### src/rtl/password_lock_ctrl.sv
// -----------------------------------------------------------------------------
// password_lock_ctrl
//   Sequencer for a 4-digit password lock.
//   - Collects BCD digits, one per enter pulse.
//   - Compares the four digits with PASSWORD.
//   - Counts consecutive failed attempts. Reaching MAX_FAIL starts a timed lockout.
//   - Drives four display codes, one per seven-segment decoder.
//   Display code map: 0-9 digit, 10 'P', 11 'A', 15 fill glyph.
//
// Ports
//   clk       in   1  system clock, rising edge
//   rst       in   1  asynchronous active-high reset
//   digit_in  in   4  BCD digit; values above 9 are ignored
//   enter     in   1  one-cycle pulse, stores digit_in while collecting
//   clear     in   1  one-cycle pulse, discards the entry / leaves OPEN or ERROR
//   disp3     out  7  display code, leftmost position (first digit entered)
//   disp2     out  7  display code
//   disp1     out  7  display code
//   disp0     out  7  display code, rightmost position
//   unlocked  out  1  high while OPEN
//   alarm     out  1  high while LOCKOUT
// -----------------------------------------------------------------------------
module password_lock_ctrl #(
    parameter logic [15:0] PASSWORD    = 16'h1234,
    parameter int          MAX_FAIL    = 3,
    parameter int          OPEN_CYCLES = 50000000,
    parameter int          ERR_CYCLES  = 25000000,
    parameter int          LOCK_CYCLES = 250000000
) (
    input  logic       clk,
    input  logic       rst,
    input  logic [3:0] digit_in,
    input  logic       enter,
    input  logic       clear,
    output logic [6:0] disp3,
    output logic [6:0] disp2,
    output logic [6:0] disp1,
    output logic [6:0] disp0,
    output logic       unlocked,
    output logic       alarm
);

    localparam int MAX_OE  = (OPEN_CYCLES > ERR_CYCLES) ? OPEN_CYCLES : ERR_CYCLES;
    localparam int MAX_CYC = (MAX_OE > LOCK_CYCLES) ? MAX_OE : LOCK_CYCLES;
    localparam int TW      = $clog2(MAX_CYC) + 1;

    localparam logic [TW-1:0] OPEN_LAST  = TW'(OPEN_CYCLES - 1);
    localparam logic [TW-1:0] ERR_LAST   = TW'(ERR_CYCLES - 1);
    localparam logic [TW-1:0] LOCK_LAST  = TW'(LOCK_CYCLES - 1);
    localparam logic [2:0]    MAX_FAIL_C = 3'(MAX_FAIL);
    localparam logic [3:0]    FILL       = 4'd15;

    typedef enum logic [2:0] {
        ST_ENTRY,
        ST_CHECK,
        ST_OPEN,
        ST_ERROR,
        ST_LOCKOUT
    } state_t;

    state_t          state_reg, state_next;
    logic [1:0]      idx_reg, idx_next;
    logic [3:0]      digit_buf_reg [4];
    logic [3:0]      digit_buf_next [4];
    logic [2:0]      fail_cnt_reg, fail_cnt_next;
    logic [TW-1:0]   timer_reg, timer_next;

    logic            code_match;
    logic [3:0]      entry_code [4];
    logic [3:0]      check_code [4];
    logic [3:0]      code [4];

    // digit_buf_reg[0] holds the first digit, which is compared against PASSWORD[15:12].
    assign code_match = ({digit_buf_reg[0], digit_buf_reg[1],
                          digit_buf_reg[2], digit_buf_reg[3]} == PASSWORD);

    // ---------------------------------------------------------------------
    // State registers
    // ---------------------------------------------------------------------
    always_ff @(posedge clk or posedge rst) begin
        if (rst) begin
            state_reg    <= ST_ENTRY;
            idx_reg      <= 2'd0;
            fail_cnt_reg <= 3'd0;
            timer_reg    <= '0;
            for (int i = 0; i < 4; i++) begin
                digit_buf_reg[i] <= 4'd0;
            end
        end else begin
            state_reg     <= state_next;
            idx_reg       <= idx_next;
            fail_cnt_reg  <= fail_cnt_next;
            timer_reg     <= timer_next;
            digit_buf_reg <= digit_buf_next;
        end
    end

    // ---------------------------------------------------------------------
    // Next-state logic
    // ---------------------------------------------------------------------
    always_comb begin
        state_next     = state_reg;
        idx_next       = idx_reg;
        fail_cnt_next  = fail_cnt_reg;
        digit_buf_next = digit_buf_reg;

        case (state_reg)
            ST_ENTRY: begin
                if (clear) begin
                    idx_next = 2'd0;
                end else if (enter && (digit_in <= 4'd9)) begin
                    digit_buf_next[idx_reg] = digit_in;
                    if (idx_reg == 2'd3) begin
                        // The 4th digit restarts the index, so the next ENTRY begins empty.
                        idx_next   = 2'd0;
                        state_next = ST_CHECK;
                    end else begin
                        idx_next = idx_reg + 2'd1;
                    end
                end
            end
            ST_CHECK: begin
                if (code_match) begin
                    fail_cnt_next = 3'd0;
                    state_next    = ST_OPEN;
                end else begin
                    fail_cnt_next = fail_cnt_reg + 3'd1;
                    if ((fail_cnt_reg + 3'd1) == MAX_FAIL_C) begin
                        state_next = ST_LOCKOUT;
                    end else begin
                        state_next = ST_ERROR;
                    end
                end
            end
            ST_OPEN: begin
                if (clear || (timer_reg == OPEN_LAST)) begin
                    idx_next   = 2'd0;
                    state_next = ST_ENTRY;
                end
            end
            ST_ERROR: begin
                if (clear || (timer_reg == ERR_LAST)) begin
                    idx_next   = 2'd0;
                    state_next = ST_ENTRY;
                end
            end
            ST_LOCKOUT: begin
                if (timer_reg == LOCK_LAST) begin
                    idx_next      = 2'd0;
                    fail_cnt_next = 3'd0;
                    state_next    = ST_ENTRY;
                end
            end
            default: begin
                idx_next   = 2'd0;
                state_next = ST_ENTRY;
            end
        endcase

        // The timer restarts on every state change. It is held at zero in ENTRY,
        // which has no time limit, so the counter cannot wrap there.
        if ((state_next != state_reg) || (state_reg == ST_ENTRY)) begin
            timer_next = '0;
        end else begin
            timer_next = timer_reg + TW'(1);
        end
    end

    // ---------------------------------------------------------------------
    // Display decode (Moore, from registered state only)
    // ---------------------------------------------------------------------
    // Position gi maps to buffer slot 3-gi. It shows a digit once that slot has been filled.
    generate
        for (genvar gi = 0; gi < 4; gi++) begin : g_pos
            assign entry_code[gi] = (2'(3 - gi) < idx_reg) ? digit_buf_reg[3-gi] : FILL;
            assign check_code[gi] = digit_buf_reg[3-gi];
        end
    endgenerate

    always_comb begin
        unlocked = 1'b0;
        alarm    = 1'b0;
        code     = '{FILL, FILL, FILL, FILL};

        case (state_reg)
            ST_ENTRY: begin
                code = entry_code;
            end
            ST_CHECK: begin
                code = check_code;
            end
            ST_OPEN: begin
                code[3]  = 4'd10;
                code[2]  = 4'd11;
                code[1]  = 4'd5;
                code[0]  = 4'd5;
                unlocked = 1'b1;
            end
            ST_ERROR: begin
                // Shows the number of attempts remaining before lockout.
                code[0] = {1'b0, MAX_FAIL_C - fail_cnt_reg};
            end
            ST_LOCKOUT: begin
                alarm = 1'b1;
            end
            default: begin
                code = '{FILL, FILL, FILL, FILL};
            end
        endcase
    end

    assign disp3 = {3'b000, code[3]};
    assign disp2 = {3'b000, code[2]};
    assign disp1 = {3'b000, code[1]};
    assign disp0 = {3'b000, code[0]};

endmodule

### config.mk
export PLATFORM = sky130hd
export DESIGN_NAME = password_lock_ctrl
export DESIGN_NICKNAME = d
export VERILOG_FILES = /design/src/rtl/password_lock_ctrl.sv
export SDC_FILE = /design/constraint.sdc
export NUM_CORES = 1
export LEC_CHECK = 0
export CORE_MARGIN = 2
export CORE_UTILIZATION = 35
export DETAILED_ROUTE_END_ITERATION = 8
export PLACE_DENSITY_LB_ADDON = 0.3
export SYNTH_ARGS = -nofsm -noshare
export SYNTH_HDL_FRONTEND = slang
export SYNTH_SLANG_ARGS = --single-unit
### constraint.sdc
create_clock -name clk -period 2.8 [get_ports clk]
set_input_delay 0.7 -clock clk [delete_from_list [all_inputs] [get_ports clk]]
set_output_delay 0.7 -clock clk [all_outputs]
set_load 0.01 [all_outputs]
==> results of run 1 <==
## cells by family after synthesis
logic type | after synthesis | share of synthesized area
buf+inv | 34 | 0.05837
xor+xnor | 27 | 0.07608
other cells | 1 | 0.001207
compound gates | 23 | 0.04791
mux | 19 | 0.06924
flops | 53 | 0.4267
fa+ha+maj | 8 | 0.03221
simple gates | 158 | 0.2882
## metal layers
metal  global-route usage  share of wire  vias to the layer above
li1                     -              -                     1187
met1               0.2116           0.49                     1178
met2               0.2345           0.47                       55
met3              0.02076          0.030                        2
met4              0.04110         0.0070                        0
met5                    0              0                        -
## where the power goes
part | total (uW) | leakage (uW) | switching (uW) | internal, uW
clock network | 538 | 0.0000585 | 246 | 292
registers | 1050 | 0.000711 | 140 | 913
logic | 1150 | 0.000707 | 578 | 571
total | 2740 | 0.00148 | 964 | 1780
## per-stage QoR
step	setup WS (ps)	hold WS [ps]	cells	area [um^2]
2_1_floorplan	499.5	456.0	334	3149
3_3_place_gp	206.2	488.4	450	3481
3_5_place_dp	135.0	496.9	450	3481
4_1_cts	23.77	509.5	460	3613
5_1_grt	5.036	526.4	460	3618
6_report	83.30	501.3	460	3618
## worst max-delay path: cells and delay by family (launching register included)
family | cells | cell delay, ps
flip-flops | 1 | 390
buffers and inverters | 2 | 550
adder cells (fa/ha/maj) | 1 | 210
AND/OR/NAND/NOR | 2 | 570
## synth_stat cells (2+ instances only)
library cell / n
dfrtp_1: 53
nor3_1: 35
nand2_1: 29
mux2_2: 16
xor2_1: 16
nand3_1: 15
nor2_1: 14
buf_4: 13
xnor2_1: 11
inv_1: 9
nor4_1: 9
clkbuf_1: 8
ha_1: 8
nand4_1: 8
o21ai_0: 8
or4_1: 7
a21oi_1: 5
nor2b_1: 5
nand2b_1: 4
or2_2: 4
or4b_1: 4
and4_1: 3
buf_2: 3
or3_1: 3
and3_1: 2
mux2i_1: 2
nand3b_1: 2
nor3b_1: 2
nor4_2: 2
or3b_2: 2
## worst paths after layout
path | startpoint | end | slack [ps] | cells past startpoint
max | idx_reg[0]$_DFFE_PP0P_ | disp3[3] | 80 | 5
min | timer_reg[0]$_DFF_PP0_ | timer_reg[0]$_DFF_PP0_ | 500 | 1
max reg2reg | timer_reg[14]$_DFF_PP0_ | idx_reg[0]$_DFFE_PP0P_ | 280 | 5
min reg2reg | timer_reg[0]$_DFF_PP0_ | timer_reg[0]$_DFF_PP0_ | 500 | 1
max in group asynchronous | rst | timer_reg[8]$_DFF_PP0_ | 1430 | 3
min in group asynchronous | rst | check_code[8]$_DFFE_PP0P_ | 800 | 2
## final cells by class
| class | count | area share |
|---|---|---|
| Clock buffer | 7 | 0.02386 |
| Clock inverter | 1 | 0.008299 |
| Inverter | 9 | 0.009336 |
| Multi-Input combinational cell | 247 | 0.4568 |
| Sequential cell | 53 | 0.3669 |
| Tap cell | 108 | 0.03734 |
| Timing Repair Buffer | 35 | 0.09751 |
## repair_timing
item / CTS / global route
endpoints found under the setup margin: 2 / 6
hold buffers: 0 / 0
setup buffers: 2 / 0
resized for setup: 1 / 3
## cells in the final DEF, fill, tap and decap left out, drive strengths merged, types with 2 or more instances in the layout
| cell | Yosys | routed |
|---|---|---|
| a21oi | 5 | 5 |
| and2 | 2 | 2 |
| and3 | 2 | 2 |
| and4 | 4 | 4 |
| buf | 16 | 10 |
| clkbuf | 9 | 7 |
| clkdlybuf4s50 | 0 | 24 |
| conb | 1 | 12 |
| dfrtp | 53 | 53 |
| ha | 8 | 8 |
| inv | 9 | 9 |
| mux2 | 17 | 17 |
| mux2i | 2 | 2 |
| nand2 | 29 | 29 |
| nand2b | 4 | 4 |
| nand3 | 15 | 15 |
| nand3b | 2 | 2 |
| nand4 | 9 | 9 |
| nor2 | 15 | 15 |
| nor2b | 5 | 5 |
| nor3 | 35 | 35 |
| nor3b | 2 | 2 |
| nor4 | 11 | 11 |
| o21ai | 9 | 9 |
| or2 | 4 | 4 |
| or3 | 3 | 3 |
| or3b | 2 | 2 |
| or4 | 8 | 8 |
| or4b | 4 | 4 |
| xnor2 | 11 | 11 |
| xor2 | 16 | 16 |
==> key figures, run 1 <==
CTS
  – Worst-path clk slew: about 90 ps
  – CTS max path bufs: 2
  – TritonCTS Buffers: 5
  – CTS Root Cell: clkbuf_8
  – H-Tree Depth: 2
  – CTS tree: done
  – Clock Latency Late Sink: between 300 and 400 ps
  – Clk sinks: 53

Placement
  – Post-DP HPWL: 5088 um
  – I/O Buffers: 25
  – GP Congestion: 0.8336

Logic synthesis
  – Gate Count Post-Synth: 323
  – Synth async-reset ratio: 1.000
  – Number of enable flip-flop cells after synthesis: 0
  – Seq/Total Area, Yosys: 0.4267
  – Yosys warning count: 0
  – Syn Area/Cell: 9.622 um^2
  – Proportion of netlist area held by the largest area contributor: 0.4267
  – Main area contributors after synthesis: dfrtp_1, mux2_2, nor3_1, xor2_1, nand2_1
  – #FFs+latches synth: 53
  – Primary FF master, synth: dfrtp_1
  – Synth area leader: dfrtp_1
  – Synth unique cells: between 50 and 60
  – Mapped cell area: ~3100 um^2

Layout
  – Fill count: 860
  – Sequential Area: 1328 um^2
  – Fin util: 0.4170
  – Antenna Cells: 0
  – Nets: 367
  – P&R area growth vs syn: 16.43%
  – Share of cells above drive strength 1: 0.1534
  – Max reg flops: 29
  – Area of the multi-input gates: 1653 um^2

Global route
  – Via count of the first global-routing pass: 2,342
  – First-pass GRT wire length: 11,660 um
  – Gr ovfl total: 0
  – Largest net degree at the start of global routing: 32
  – Total GRT Usage: 0.1474
  – Initial antenna violation count: 0

Pwr
  – Pwr Total: 2740 uW
  – P_leak: 0.001476 uW
  – Power per cell area: 757.2 nW/um^2
  – VDD IR max: roughly 0.43 mV

Die
  – Initial core utilization: 0.3581
  – Die height: 98.24 um
  – Ports: 38
  – Die area: 9650 um^2
  – Std-Cell Rows: 34
  – Die W: 98.24 um
  – CORE AREA: 8678 um^2

Worst setup path
  – CP cell instances: inv_1, ha_1, nor2b_1, or4_1, clkdlybuf4s50_1
  – Data arrival, critical path: 2020 ps
  – Critical path startpoint category: register
  – Slowest-stage cell, CP: clkdlybuf4s50_1
  – Maximum fanout along the worst path: 4
  – Worst setup EP type: primary output
  – Critical path class: reg2out
  – Critical Path RT: 2100 ps
  – Delay of the slowest critical-path stage: about 500 ps

Detailed routing
  – Number of remaining DRC errors: 0
  – Drt first pass iters: 4
  – Final antenna-violating net count: 0
  – Final wirelength: between 7000 and 8000 um
  – Avg Vias per Cell: 5.265
  – Vias: 2,422
  – Initial DRC count: 96
  – Routed WL per cell: between 15 and 20 um

Hold path
  – HP Class: reg2reg

Timing
  – Fmax: 368.1 MHz
  – Hold Violations, Final: 0
  – Max Slew Vio Count: 0
  – Endpoints failing setup: 0
  – Final min period: approximately 2700 ps
  – Final clock skew: roughly 14 ps
  – Worst-margin pin slew: 676.0 ps
  – Worst slew margin: 0.5487
  – RSZ-0062 raised after global routing: no
  – Final period utilization: 0.9703
  – Sum Neg Setup Slack: 0 ps

Job
  – Count of max-cap constraint violations: 0

Run status
  – Status: finished, final reports clean
(Power assumes the default switching activity.)
==> run 2, diff against run 1 <==
--- a/config.mk
+++ b/config.mk
@@ -6,9 +6,10 @@
 export NUM_CORES = 1
 export LEC_CHECK = 0
 export CORE_MARGIN = 2
-export CORE_UTILIZATION = 35
+export CORE_UTILIZATION = 50
 export DETAILED_ROUTE_END_ITERATION = 8
 export PLACE_DENSITY_LB_ADDON = 0.3
+export SLEW_MARGIN = 15
 export SYNTH_ARGS = -nofsm -noshare
 export SYNTH_HDL_FRONTEND = slang
 export SYNTH_SLANG_ARGS = --single-unit
==> key figures, run 2 (synthesized netlist as in run 1, its figures left out) <==
Layout
  – Leading cell type in the layout, fill and taps excluded: dfrtp_1
  – Sequential Area: 1329 um^2 (about the same)
  – Area of the multi-input gates: 1658 um^2 (+0.30%)
  – Max reg flops: 29 (unchanged)
  – P&R area growth vs syn: 14.65%
  – Most frequent cells in the layout: dfrtp_1, nor3_1, nand2_1
  – Fill count: 508 (-41%)
  – Nets: 364 (-0.82%)
  – Share of cells above drive strength 1: 0.1547 (+0.001319)
  – Antenna Cells: 0 (unchanged)

CTS
  – Worst-path clk slew: 100 ps (about the same)
  – CTS tree: done
  – Clock Latency Late Sink: 320 ps (about the same)
  – TritonCTS Buffers: 5 (unchanged)
  – H-Tree Depth: 2 (unchanged)
  – CTS max path bufs: 2 (unchanged)
  – CTS Root Cell: clkbuf_8
  – Clk sinks: 53 (unchanged)

Global route
  – Total GRT Usage: 0.2055 (+0.05810)
  – Via count of the first global-routing pass: 2,452 (+4.7%)
  – Initial antenna violation count: 0 (unchanged)
  – Largest net degree at the start of global routing: 54 (+69%)
  – Busiest grt layer: met2
  – First-pass GRT wire length: 11,760 um (+0.82%)
  – GR Layer Usage met1: 0.2821 (+0.07048)
  – Gr ovfl total: 0 (unchanged)
  – Met3 Track Usage GR: 0.03976 (+0.01900)
  – Met2 usage: 0.3292 (+0.09472)

Timing
  – RSZ-0062 raised after global routing: no
  – Endpoints failing setup: 0 (unchanged)
  – Final min period: 2668 ps (-49.17 ps)
  – Sum Neg Setup Slack: 0 ps (unchanged)
  – Max Slew Vio Count: 0 (unchanged)
  – Final clock skew: 10.36 ps (-3.758 ps)
  – Fmax: 374.9 MHz (+1.8%)
  – Hold Violations, Final: 0 (unchanged)
  – Final period utilization: 0.9527 (-0.01756)

Die
  – Std-Cell Rows: 28 (-18%)
  – Die W: 82.84 um (-16%)
  – Initial core utilization: 0.5218 (+0.1637)
  – Ports: 38 (unchanged)
  – Die area: 6862 um^2 (-29%)
  – CORE AREA: 5956 um^2 (-31%)
  – Die height: 82.84 um (-16%)

Detailed routing
  – Number of remaining DRC errors: 0 (unchanged)
  – Final antenna-violating net count: 0 (unchanged)
  – Vias: 2,454 (+1.3%)
  – Initial DRC count: 145 (+51%)
  – Avg Vias per Cell: 5.788 (+9.9%)
  – Final wirelength: 6786 um (-3.7%)
  – Routed WL per cell: 16.00 um (+4.5%)
  – Drt first pass iters: 5 (+1)

Worst setup path
  – Worst setup endpoint: disp2[1]
  – RR Startpoint: timer_reg[14]$_DFF_PP0_
  – Critical path class: reg2out
  – Delay of the slowest critical-path stage: 540 ps (+50 ps)
  – Crit path from: state_reg[1]$_DFF_PP0_
  – Maximum fanout along the worst path: 17 (+13)
  – R2R Path End: idx_reg[0]$_DFFE_PP0P_
  – Reg2reg setup slack: 250 ps (-30 ps)
  – CP cell instances: nor2_1, o21ai_0, or2_2, clkdlybuf4s50_1
  – Critical Path RT: 2100 ps (about the same)
  – Slowest-stage cell, CP: dfrtp_2
  – Data arrival, critical path: 1970 ps (-50 ps)
  – Worst setup EP type: primary output
  – Register-to-Register Path Depth: 5 (unchanged)
  – Critical path startpoint category: register

Job
  – Count of max-cap constraint violations: 0 (unchanged)

Pwr
  – Power per cell area: 764.6 nW/um^2 (+0.99%)
  – VDD IR max: 0.4582 mV (+7.4%)
  – Internal Power: 1765 uW (-0.60%)
  – Combinational Power Share: 0.406 (-0.013)
  – Reg power frac: 0.392 (+0.007)
  – Psw: 959.8 uW (-0.45%)
  – Pwr Total: 2725 uW (-0.55%)
  – Switch share: 0.3523 (+0.0003522)
  – Clk pwr share: 0.202 (+0.006)
  – P_leak: 0.001466 uW (-0.71%)

Hold path
  – HP Class: reg2reg
  – Hold Path Depth: 1 (unchanged)
  – Min-delay src: timer_reg[0]$_DFF_PP0_

Run status
  – Status: finished, final reports clean

Placement
  – I/O Buffers: 25 (unchanged)
  – Post-DP HPWL: 4789 um (-5.9%)
  – GP Congestion: 0.8706 (+4.4%)
-- run 2: how the worst min path moves through the flow --
stage | endpoint | slack (ps)
after floorplan | timer_reg[0]$_DFF_PP0_ | 460
after global placement | timer_reg[0]$_DFF_PP0_ | 480
after detailed placement | timer_reg[0]$_DFF_PP0_ | 520
after CTS | timer_reg[0]$_DFF_PP0_ | 530
after global routing | timer_reg[0]$_DFF_PP0_ | 540
final | timer_reg[0]$_DFF_PP0_ | 520
-- run 2: layer usage --
| layer | up-vias | wire (um) |
|---|---|---|
| li1 | 1180 | - |
| met1 | 1203 | 3141 |
| met2 | 62 | 3281 |
| met3 | 9 | 284 |
| met4 | 0 | 78 |
| met5 | - | 0 |
-- run 2: timing repair --
action,4_1_cts,5_1_grt
setup endpoints to repair,4,8
hold buffers,0,0
gates resized for setup,1,6
buffers inserted,2,0
-- run 2: through the flow --
stage	cells	util	setup slack [ps]	area, um^2	hold slack, ps
after floorplan	334	-	499.5	3149	456.0
after global placement	414	0.5737	213.4	3417	482.7
after detailed placement	414	0.5737	185.8	3417	515.4
after CTS	424	0.5960	54.56	3550	528.8
after global routing	424	0.5983	37.96	3563	540.2
final	424	0.5983	132.5	3563	524.4
-- run 2: area by class of cell --
type | count | share of cell area
multi-input combinational | 247 | 0.4652
sequential | 53 | 0.3729
timing repair buffer | 32 | 0.09340
tap | 75 | 0.02633
clock buffer | 7 | 0.02423
inverter | 9 | 0.009480
clock inverter | 1 | 0.008427
-- run 2: power groups by stage --
stage | clock network, uW | registers (uW) | logic (uW)
global placement | 0 | 1080 | 1070
floorplan | 0 | 1010 | 709
global route | 584 | 1090 | 1220
finish | 549 | 1070 | 1110
CTS | 560 | 1060 | 1120
detailed placement | 0 | 1080 | 1080
-- run 2: critical path: cells and delay by family (launching register included) --
kind	cells	cell delay, ps
DFF	1	540
and+or+nand+nor	2	450
buffers and inverters	1	480
AOI/OAI and AO/OA	1	170
==> run 3, diff against run 2 <==
--- a/config.mk
+++ b/config.mk
@@ -13,3 +13,4 @@
 export SYNTH_ARGS = -nofsm -noshare
 export SYNTH_HDL_FRONTEND = slang
 export SYNTH_SLANG_ARGS = --single-unit
+export TNS_END_PERCENT = 5
==> results of run 3 <==
Final layout, timing and power as in run 2 (identical DEF).
